[src/rtl/mem_pkg.sv]
// Shared BRAM constants and helpers for the memory-port blocks.
package mem_pkg;

    localparam int BRAM_LATENCY_HP = 2;
    localparam int BRAM_LATENCY_LL = 1;
    localparam int NB_COL_DEF      = 4;
    localparam int COL_WIDTH_DEF   = 8;
    localparam int DATA_WIDTH_DEF  = NB_COL_DEF * COL_WIDTH_DEF;

    // Ceiling log2; returns 0 for values <= 1.
    function automatic int clog2(input int value);
        int r;
        r = 0;
        while ((1 << r) < value) r++;
        return r;
    endfunction

endpackage

[src/rtl/bram_rsp_fifo.sv]
// Response FIFO of {we, rdata} entries; any depth >= 1, pointers wrap by compare-and-clear.
// While empty the output holds the last popped entry so the response bus stays stable.
module bram_rsp_fifo
    import mem_pkg::*;
#(
    parameter int WIDTH = DATA_WIDTH_DEF + 1,
    parameter int DEPTH = 4,
    parameter int CNT_W = clog2(DEPTH + 1)
) (
    input  logic             i_clk,
    input  logic             i_rst,
    input  logic             i_push,
    input  logic [WIDTH-1:0] i_push_data,
    input  logic             i_pop,
    output logic [WIDTH-1:0] o_data,
    output logic             o_empty,
    output logic [CNT_W-1:0] o_count
);
    localparam int               PTR_W = (DEPTH > 1) ? clog2(DEPTH) : 1;
    localparam logic [PTR_W-1:0] LAST  = PTR_W'(DEPTH - 1);

    logic [WIDTH-1:0] r_mem [DEPTH];
    logic [PTR_W-1:0] r_wr_ptr;
    logic [PTR_W-1:0] r_rd_ptr;
    logic [CNT_W-1:0] r_count;
    logic [WIDTH-1:0] r_last;
    logic             w_full;
    logic             w_push;
    logic             w_pop;

    assign o_empty = (r_count == '0);
    assign w_full  = (r_count == CNT_W'(DEPTH));
    assign w_pop   = i_pop & ~o_empty;
    assign w_push  = i_push & (~w_full | w_pop);
    assign o_count = r_count;
    assign o_data  = o_empty ? r_last : r_mem[r_rd_ptr];

    always_ff @(posedge i_clk) begin
        if (w_push) r_mem[r_wr_ptr] <= i_push_data;
    end

    always_ff @(posedge i_clk or posedge i_rst) begin
        if (i_rst) begin
            r_wr_ptr <= '0;
            r_rd_ptr <= '0;
            r_count  <= '0;
            r_last   <= '0;
        end else begin
            if (w_push) r_wr_ptr <= (r_wr_ptr == LAST) ? '0 : r_wr_ptr + PTR_W'(1);
            if (w_pop) begin
                r_rd_ptr <= (r_rd_ptr == LAST) ? '0 : r_rd_ptr + PTR_W'(1);
                r_last   <= r_mem[r_rd_ptr];
            end
            case ({w_push, w_pop})
                2'b10:   r_count <= r_count + CNT_W'(1);
                2'b01:   r_count <= r_count - CNT_W'(1);
                default: r_count <= r_count;
            endcase
        end
    end

endmodule

[src/rtl/bram_port_controller.sv]
// Single-port initiator for a byte-write read-first BRAM: request stream in, one response per
// accepted request out, credit-limited so every issued read has a guaranteed FIFO slot.
module bram_port_controller
    import mem_pkg::*;
#(
    parameter int NB_COL     = NB_COL_DEF,
    parameter int COL_WIDTH  = COL_WIDTH_DEF,
    parameter int ADDR_WIDTH = 10,
    parameter int LATENCY    = BRAM_LATENCY_HP,
    parameter int RSP_DEPTH  = 4,
    localparam int DATA_WIDTH = NB_COL * COL_WIDTH
) (
    input  logic                  clk_in,
    input  logic                  rst_in,
    input  logic                  req_valid,
    output logic                  req_ready,
    input  logic                  req_we,
    input  logic [NB_COL-1:0]     req_wstrb,
    input  logic [ADDR_WIDTH-1:0] req_addr,
    input  logic [DATA_WIDTH-1:0] req_wdata,
    output logic                  rsp_valid,
    input  logic                  rsp_ready,
    output logic                  rsp_we,
    output logic [DATA_WIDTH-1:0] rsp_rdata,
    output logic                  bram_en,
    output logic [NB_COL-1:0]     bram_we,
    output logic [ADDR_WIDTH-1:0] bram_addr,
    output logic [DATA_WIDTH-1:0] bram_din,
    output logic                  bram_regce,
    output logic                  bram_rst,
    input  logic [DATA_WIDTH-1:0] bram_dout
);
    localparam int CNT_W = clog2(RSP_DEPTH + 1);

    logic                  w_accept;
    logic                  w_pop;
    logic                  w_empty;
    logic [LATENCY-1:0]    r_vld_pipe;
    logic [LATENCY-1:0]    r_we_pipe;
    logic [CNT_W-1:0]      w_inflight;
    logic [CNT_W-1:0]      w_fifo_count;
    logic [CNT_W:0]        w_used;
    logic [DATA_WIDTH:0]   w_rsp_data;

    assign w_accept   = req_valid & req_ready;
    assign bram_en    = w_accept;
    assign bram_we    = {NB_COL{w_accept & req_we}} & req_wstrb;
    assign bram_addr  = req_addr;
    assign bram_din   = req_wdata;
    assign bram_regce = 1'b1;
    assign bram_rst   = 1'b0;

    always_comb begin
        w_inflight = '0;
        for (int i = 0; i < LATENCY; i++) w_inflight = w_inflight + CNT_W'(r_vld_pipe[i]);
    end

    // Both terms are registered, so a pop only frees its credit on the following cycle.
    assign w_used    = {1'b0, w_inflight} + {1'b0, w_fifo_count};
    assign req_ready = ~rst_in & (w_used < (CNT_W + 1)'(RSP_DEPTH));

    always_ff @(posedge clk_in or posedge rst_in) begin
        if (rst_in) begin
            r_vld_pipe <= '0;
            r_we_pipe  <= '0;
        end else begin
            r_vld_pipe[0] <= w_accept;
            r_we_pipe[0]  <= req_we;
            for (int i = 1; i < LATENCY; i++) begin
                r_vld_pipe[i] <= r_vld_pipe[i-1];
                r_we_pipe[i]  <= r_we_pipe[i-1];
            end
        end
    end

    // Last stage lines up with the cycle the BRAM presents douta for that request.
    bram_rsp_fifo #(
        .WIDTH (DATA_WIDTH + 1),
        .DEPTH (RSP_DEPTH),
        .CNT_W (CNT_W)
    ) u_fifo (
        .i_clk       (clk_in),
        .i_rst       (rst_in),
        .i_push      (r_vld_pipe[LATENCY-1]),
        .i_push_data ({r_we_pipe[LATENCY-1], bram_dout}),
        .i_pop       (w_pop),
        .o_data      (w_rsp_data),
        .o_empty     (w_empty),
        .o_count     (w_fifo_count)
    );

    assign rsp_valid = ~w_empty;
    assign w_pop     = rsp_valid & rsp_ready;
    assign rsp_we    = w_rsp_data[DATA_WIDTH];
    assign rsp_rdata = w_rsp_data[DATA_WIDTH-1:0];

endmodule

[config.mk]
export PLATFORM = sky130hd
export DESIGN_NAME = bram_port_controller
export DESIGN_NICKNAME = d
export VERILOG_FILES = /design/src/rtl/mem_pkg.sv /design/src/rtl/bram_rsp_fifo.sv /design/src/rtl/bram_port_controller.sv
export SDC_FILE = /design/constraint.sdc
export NUM_CORES = 1
export LEC_CHECK = 0
export BUFFER_PORTS_ARGS = -buffer_cell sky130_fd_sc_hd__buf_2
export CAP_MARGIN = 20
export CORE_MARGIN = 3
export CORE_UTILIZATION = 58
export CTS_BUF_LIST = sky130_fd_sc_hd__clkbuf_16
export CTS_CLUSTER_DIAMETER = 50
export DETAILED_ROUTE_END_ITERATION = 8
export MAX_ROUTING_LAYER = met4
export PLACE_DENSITY = 0.82
export SETUP_SLACK_MARGIN = 0.05
export SLEW_MARGIN = 5
export SYNTH_ARGS = -nofsm -noshare
export SYNTH_HDL_FRONTEND = slang
export SYNTH_SLANG_ARGS = --single-unit
[constraint.sdc]
create_clock -name clk_in -period 3.5 [get_ports clk_in]
set_clock_uncertainty 0.1 [all_clocks]
set_input_delay 0.35 -clock clk_in [delete_from_list [all_inputs] [get_ports clk_in]]
set_output_delay 0.35 -clock clk_in [all_outputs]
set_load 0.02 [all_outputs]
Word level (Yosys, flattened, before mapping)
Memory sizes are Yosys's and may differ from the RTL's.
Cells that the tools add are included.

storage, ports and cells
  register bits = 44
  RAM bits = 132
  bits of input ports = 83
  output and inout bits = 84
  logic and storage cells = 38
  memories kept = 1

memory list
  name          words  bits a word  read ports  clocked after Yosys merged registers in  write ports  line                 source
  u_fifo.r_mem  4      33           1           0                                        1            bram_rsp_fifo.sv:22  logic [WIDTH-1:0] r_mem [DEPTH];

operators by class
  add/subtract/negate cells = 6
  order comparisons = 1
  equality and inequality tests = 5
  muxes and demuxes = 6
  bitwise operators = 11
  reduce and logical (&&, ||, !) cells = 2

operators with widths
  cell                                                                           count
  33-bit 2-to-1 mux                                                              1
  1-bit bitwise AND                                                              6
  2-bit == test (second input constant)                                          3
  3-bit case mux with 2 select lines                                             1
  2-bit by 1-bit adder with 2-bit output (second input constant)                 2
  2-bit by 3-bit adder with 4-bit output                                         1
  4-bit bitwise AND                                                              1
  4-bit by 3-bit less-than comparator with 1-bit output (second input constant)  1
  2-bit 2-to-1 mux                                                               2
  3-bit by 1-bit adder with 3-bit output (second input constant)                 1
  3-bit == test (second input constant)                                          1
  3-bit logical NOT                                                              1
  1-bit NOT                                                                      3
  3-bit by 1-bit subtractor with 3-bit output (second input constant)            1
  1-bit by 1-bit adder with 2-bit output                                         1
  2-bit by 1-bit == test with 1-bit output (second input constant)               1
  1-bit 2-to-1 mux                                                               2
  2-bit nonzero test                                                             1
  1-bit OR                                                                       1

Depth between registers and ports, before layout
  depth in word-level cells = 8
  mapped depth = 11
  depth with buffers taken out = 9

Modules after synthesis
From an unflattened synthesis, not the netlist that was laid out.

second synthesis, totals
  cell total of the unflattened synthesis = 386
  area, all modules = 7503.4 um^2

by module, submodules not included
  module                instances  cells an instance  area an instance (um^2)  seq. area each (um^2)
  bram_rsp_fifo         1          320                6920.4                   4964.8
  bram_port_controller  1          66                 583.1                    100.1

Worst setup path after synthesis
No wires, ideal clock.

  path kind = register to output
  start = register u_fifo.r_count[0], in the netlist u_fifo.o_count[0]
  end = output port bram_en
  arrival = 1.814 ns
  data required time = 3.050 ns
  slack = 1.236 ns
  stages on the path, launching flop included = 5
  buffers on the path = 0
  cell sequence = dfrtp_1 -> ha_1 -> a21o_1 -> a211oi_1 -> and2_1

on the way
  cells in the longest elaborated chain, start to end = 4

ends and longest elaborated chain
  item                                                   line                        source
  start: declaration                                     bram_rsp_fifo.sv:25         logic [CNT_W-1:0] r_count;
  start signal: assignment                               bram_rsp_fifo.sv:55         2'b10: r_count <= r_count + CNT_W'(1);
  start signal: assignment                               bram_rsp_fifo.sv:56         2'b01: r_count <= r_count - CNT_W'(1);
  start signal: assignment                               bram_rsp_fifo.sv:57         default: r_count <= r_count;
  2-bit by 3-bit adder with 4-bit output                 bram_port_controller.sv:59  assign w_used = {1'b0, w_inflight} + {1'b0, w_fifo_count};
  4-bit by 3-bit less-than comparator with 1-bit output  bram_port_controller.sv:60  assign req_ready = ~rst_in & (w_used < (CNT_W + 1)'(RSP_DEPTH));
  1-bit bitwise AND                                      bram_port_controller.sv:60
  named net req_ready                                    bram_port_controller.sv:16  output logic req_ready,
  1-bit bitwise AND                                      bram_port_controller.sv:45  assign w_accept = req_valid & req_ready;
  end: declaration                                       bram_port_controller.sv:25  output logic bram_en,

The timed path passes the listed nets, and every way through them passes these cells.

Worst setup path after layout
  start = register u_fifo.r_count[0], in the netlist u_fifo.o_count[0]
  end = output port bram_we[2]

on the way
  cells in the longest elaborated chain, start to end = 6

ends and longest elaborated chain
  item                                                   line                        source
  2-bit by 3-bit adder with 4-bit output                 bram_port_controller.sv:59
  4-bit by 3-bit less-than comparator with 1-bit output  bram_port_controller.sv:60
  1-bit bitwise AND                                      bram_port_controller.sv:60
  1-bit bitwise AND                                      bram_port_controller.sv:45
  1-bit bitwise AND                                      bram_port_controller.sv:47  assign bram_we = {NB_COL{w_accept & req_we}} & req_wstrb;
  4-bit bitwise AND                                      bram_port_controller.sv:47
  end: declaration                                       bram_port_controller.sv:26  output logic [NB_COL-1:0] bram_we,

No other way between the ends.

==> results_dict.tcl <==
set metrics [dict create \
    cts_tree "built" \
    seq_area_frac_synth_pct 68.4 \
    grt_usage_pct 19.8 \
    crit_buf_inv 1 \
    rsz0062_at_grt "no" \
    fin_nets 516 \
    dpl.hpwl_um 7430 \
    crit_slowest_cell "a2111oi_0" \
    num_io_pins 167 \
    grt_first_pass_wirelength_um 20300 \
    clk_latency_ns 0.42 \
    fin_area_um2 8130 \
    final.setup.tns_ns 0 \
    p_clk_share_pct 24.3 \
    routed-via-count 3475 \
    maxSlewViolCount 0 \
    p_leak_nw 3.01 \
    post_drt_wl_per_cell_um 21.2 \
    cts-buffers-inserted 17 \
    die_height_um 119 \
    regArea_um2 5070 \
    combPwrFrac_pct 33.4 \
    power.switching_mw 2.17 \
    whs_ns 0.0422 \
    maxCapViolCount 0 \
    crit_start "u_fifo.o_count[0]" \
    wl_um 12900 \
    cts_resized 0 \
    viasPerCell 5.72 \
    place.gp.congestion 0.680 \
    crit_required_ns 3.05 \
    core_area_um2 12300 \
    min_from "bram_dout[2]" \
    h-tree-depth 4 \
    start_util_pct 60.4 \
    final_hold_viol_count 0 \
    die_w_um 119 \
    placed_area_um2 7560 \
    drtIter0Drc 186 \
    synth.distinct_cells 27 \
    row_count 40 \
    mostFrequentLayoutCells "edfxtp_1 (132), buf_2 (80), mux2_2 (65)" \
    timing.rr.start "u_fifo.o_count[0]" \
    path_delay_family "compound AO/OA/AOI/OAI gates" \
    crit_fanout 5 \
    antenna_found_initial 1 \
    final_common_cell "edfxtp_1" \
    drc 0 \
    cp-start-kind "register" \
    crit_path_cell_trace "ha_1 -> a21o_1 -> a2111oi_0 -> and2_1 -> buf_2" \
    end_kind "output pin" \
    synth.avg_cell_area_um2 19.5 \
    min_period_over_period_pct 83.5 \
    max_freq_mhz 342 \
    hold_path.class "input pin to register" \
    power_frac_seq_pct 42.3 \
    clock_path_buffers 2 \
    post_cts.repair.setup_buffers 0 \
    cpPeakStageDelay_ns 0.72 \
    p_total_mw 6.87 \
    fin_util_pct 66.3 \
    syn_nets 471 \
    yosysWarnings 0 \
    power_density_nw_per_um2 846 \
    dr.pass1.iters 4 \
    intPower_mw 4.70 \
    nFillCells 773 \
    cts_root_buf "clkbuf_16" \
    crit_arrival_ns 2.47 \
    worst-slew-pin-transition_ns 0.942 \
    status "finished, final reports clean" \
    syn_to_final_growth_pct 9.77 \
    multiInputGateArea_um2 1830 \
    switching_share_pct 31.6 \
    syn_area_um2 7400 \
    syn_inst 380 \
    place.port_buffers 80 \
    postCtsHoldBufs 1 \
    ant_nets 0 \
    cts_sinks 176 \
    period_needed_ns 2.92 \
    cts.reportedPaths.clkPinSlew_ns 0.06 \
    setup_violations 0 \
    grt_pass1_vias 3752 \
    slew_headroom_pct 37.2 \
    grt_max_degree 45 \
    synth-seq-cells 176 \
    dieArea_um2 14200 \
    post_route_cells_drive_above_1_share_pct 48.2 \
    critPathKind "register to output pin" \
    overflow 0 \
    peakVddDrop_uv 487 \
]
## state kept, by name (all words and copies together), names as in the netlist
| register | flops |
|---|---|
| r_we_pipe | 2 |
| u_fifo.r_mem | 132 |
| u_fifo.r_last | 33 |
| r_vld_pipe | 2 |
| u_fifo.o_count | 3 |
| u_fifo.r_wr_ptr | 2 |
| u_fifo.r_rd_ptr | 2 |
## worst register-to-register path, delay by kind of cell (launching register included)
kind                     cells  cell delay (ns)
AND/OR/NAND/NOR              3             0.95
flip-flops                   1             0.44
buffers and inverters        2             0.19
XOR/XNOR                     2             0.30
adder cells (fa/ha/maj)      2             0.42
## final cells by class
| type | instances | share of cell area [%] |
|---|---|---|
| clock inverters | 15 | 1.14 |
| diodes | 1 | 0.0308 |
| well taps | 168 | 2.59 |
| multi-input cells | 136 | 22.5 |
| repair buffers | 85 | 5.76 |
| clock buffers | 17 | 5.24 |
| inverters | 9 | 0.416 |
| flip-flops and latches | 176 | 62.4 |
## cell usage after synthesis
| master | instances | share of area (%) |
|---|---|---|
| edfxtp_1 | 132 | 54 |
| mux2_2 | 65 | 9.9 |
| buf_4 | 44 | 4.5 |
| dfrtp_1 | 44 | 15 |
| mux4_2 | 32 | 9.7 |
| and2_1 | 9 | 0.76 |
| inv_1 | 9 | 0.46 |
| buf_6 | 8 | 1.2 |
| ha_1 | 7 | 1.2 |
| mux2_1 | 5 | 0.76 |
| buf_2 | 3 | 0.20 |
| buf_8 | 3 | 0.61 |
| nor2_1 | 3 | 0.15 |
| conb_1 | 2 | 0.10 |
| xnor2_1 | 2 | 0.24 |
| a2111oi_0 | 1 | 0.12 |
| a211oi_1 | 1 | 0.10 |
| a21o_1 | 1 | 0.10 |
| clkbuf_1 | 1 | 0.051 |
| fa_1 | 1 | 0.27 |
| mux2i_1 | 1 | 0.14 |
| mux4_1 | 1 | 0.36 |
| nand2_1 | 1 | 0.051 |
| nand2_8 | 1 | 0.27 |
| o41a_1 | 1 | 0.15 |
| or3_1 | 1 | 0.085 |
| xor2_1 | 1 | 0.12 |
## metal layers
metal	wire length [um]	track usage [%]	share of wire, %
met1	5150	22.8	40
met2	6780	32.3	53
met3	559	4.99	4.3
met4	382	10.2	3.0
met5	0	-	0
## final timing paths
| path | slack (ns) | cells past startpoint | to |
|---|---|---|---|
| min in group asynchronous | 0.37 | 3 | r_vld_pipe[0] |
| hold reg to reg | 0.27 | 0 | r_we_pipe[1] |
| hold / removal | 0.04 | 1 | u_fifo.r_mem[1][2] |
| max in group asynchronous | 2.43 | 4 | u_fifo.r_rd_ptr[0] |
| setup reg to reg | 0.99 | 9 | u_fifo.o_count[2] |
| setup / recovery | 0.58 | 5 | bram_we[2] |
## power by group through the flow
stage | clock, mW | combinational [mW] | sequential [mW]
floorplan | 0 | 1.98 | 2.77
global placement | 0 | 2.23 | 2.91
detailed placement | 0 | 2.30 | 2.95
CTS | 1.69 | 2.33 | 2.91
global route | 1.78 | 2.48 | 2.95
finish | 1.67 | 2.29 | 2.91
## stage by stage
step / std cells / worst slack, ns
finish: 607 / 0.576
floorplan: 380 / 1.24
CTS: 604 / 0.604
detailed placement: 571 / 1.03
global route: 607 / 0.464
global placement: 571 / 1.14
## cell families (layout without fill, tap and decap cells)
group           after synthesis  count (layout)  share of synthesized area, %
simple gates                 15              15                          1.32
fa+ha+maj                     8               8                          1.45
xor+xnor                      3               3                         0.355
compound gates                4               4                         0.473
other cells                   2               3                         0.101
flops                       176             176                          68.4
buf+inv                      68             126                          7.00
mux                         104             104                          20.9
Note: power is estimated with default switching activity, not from simulation.
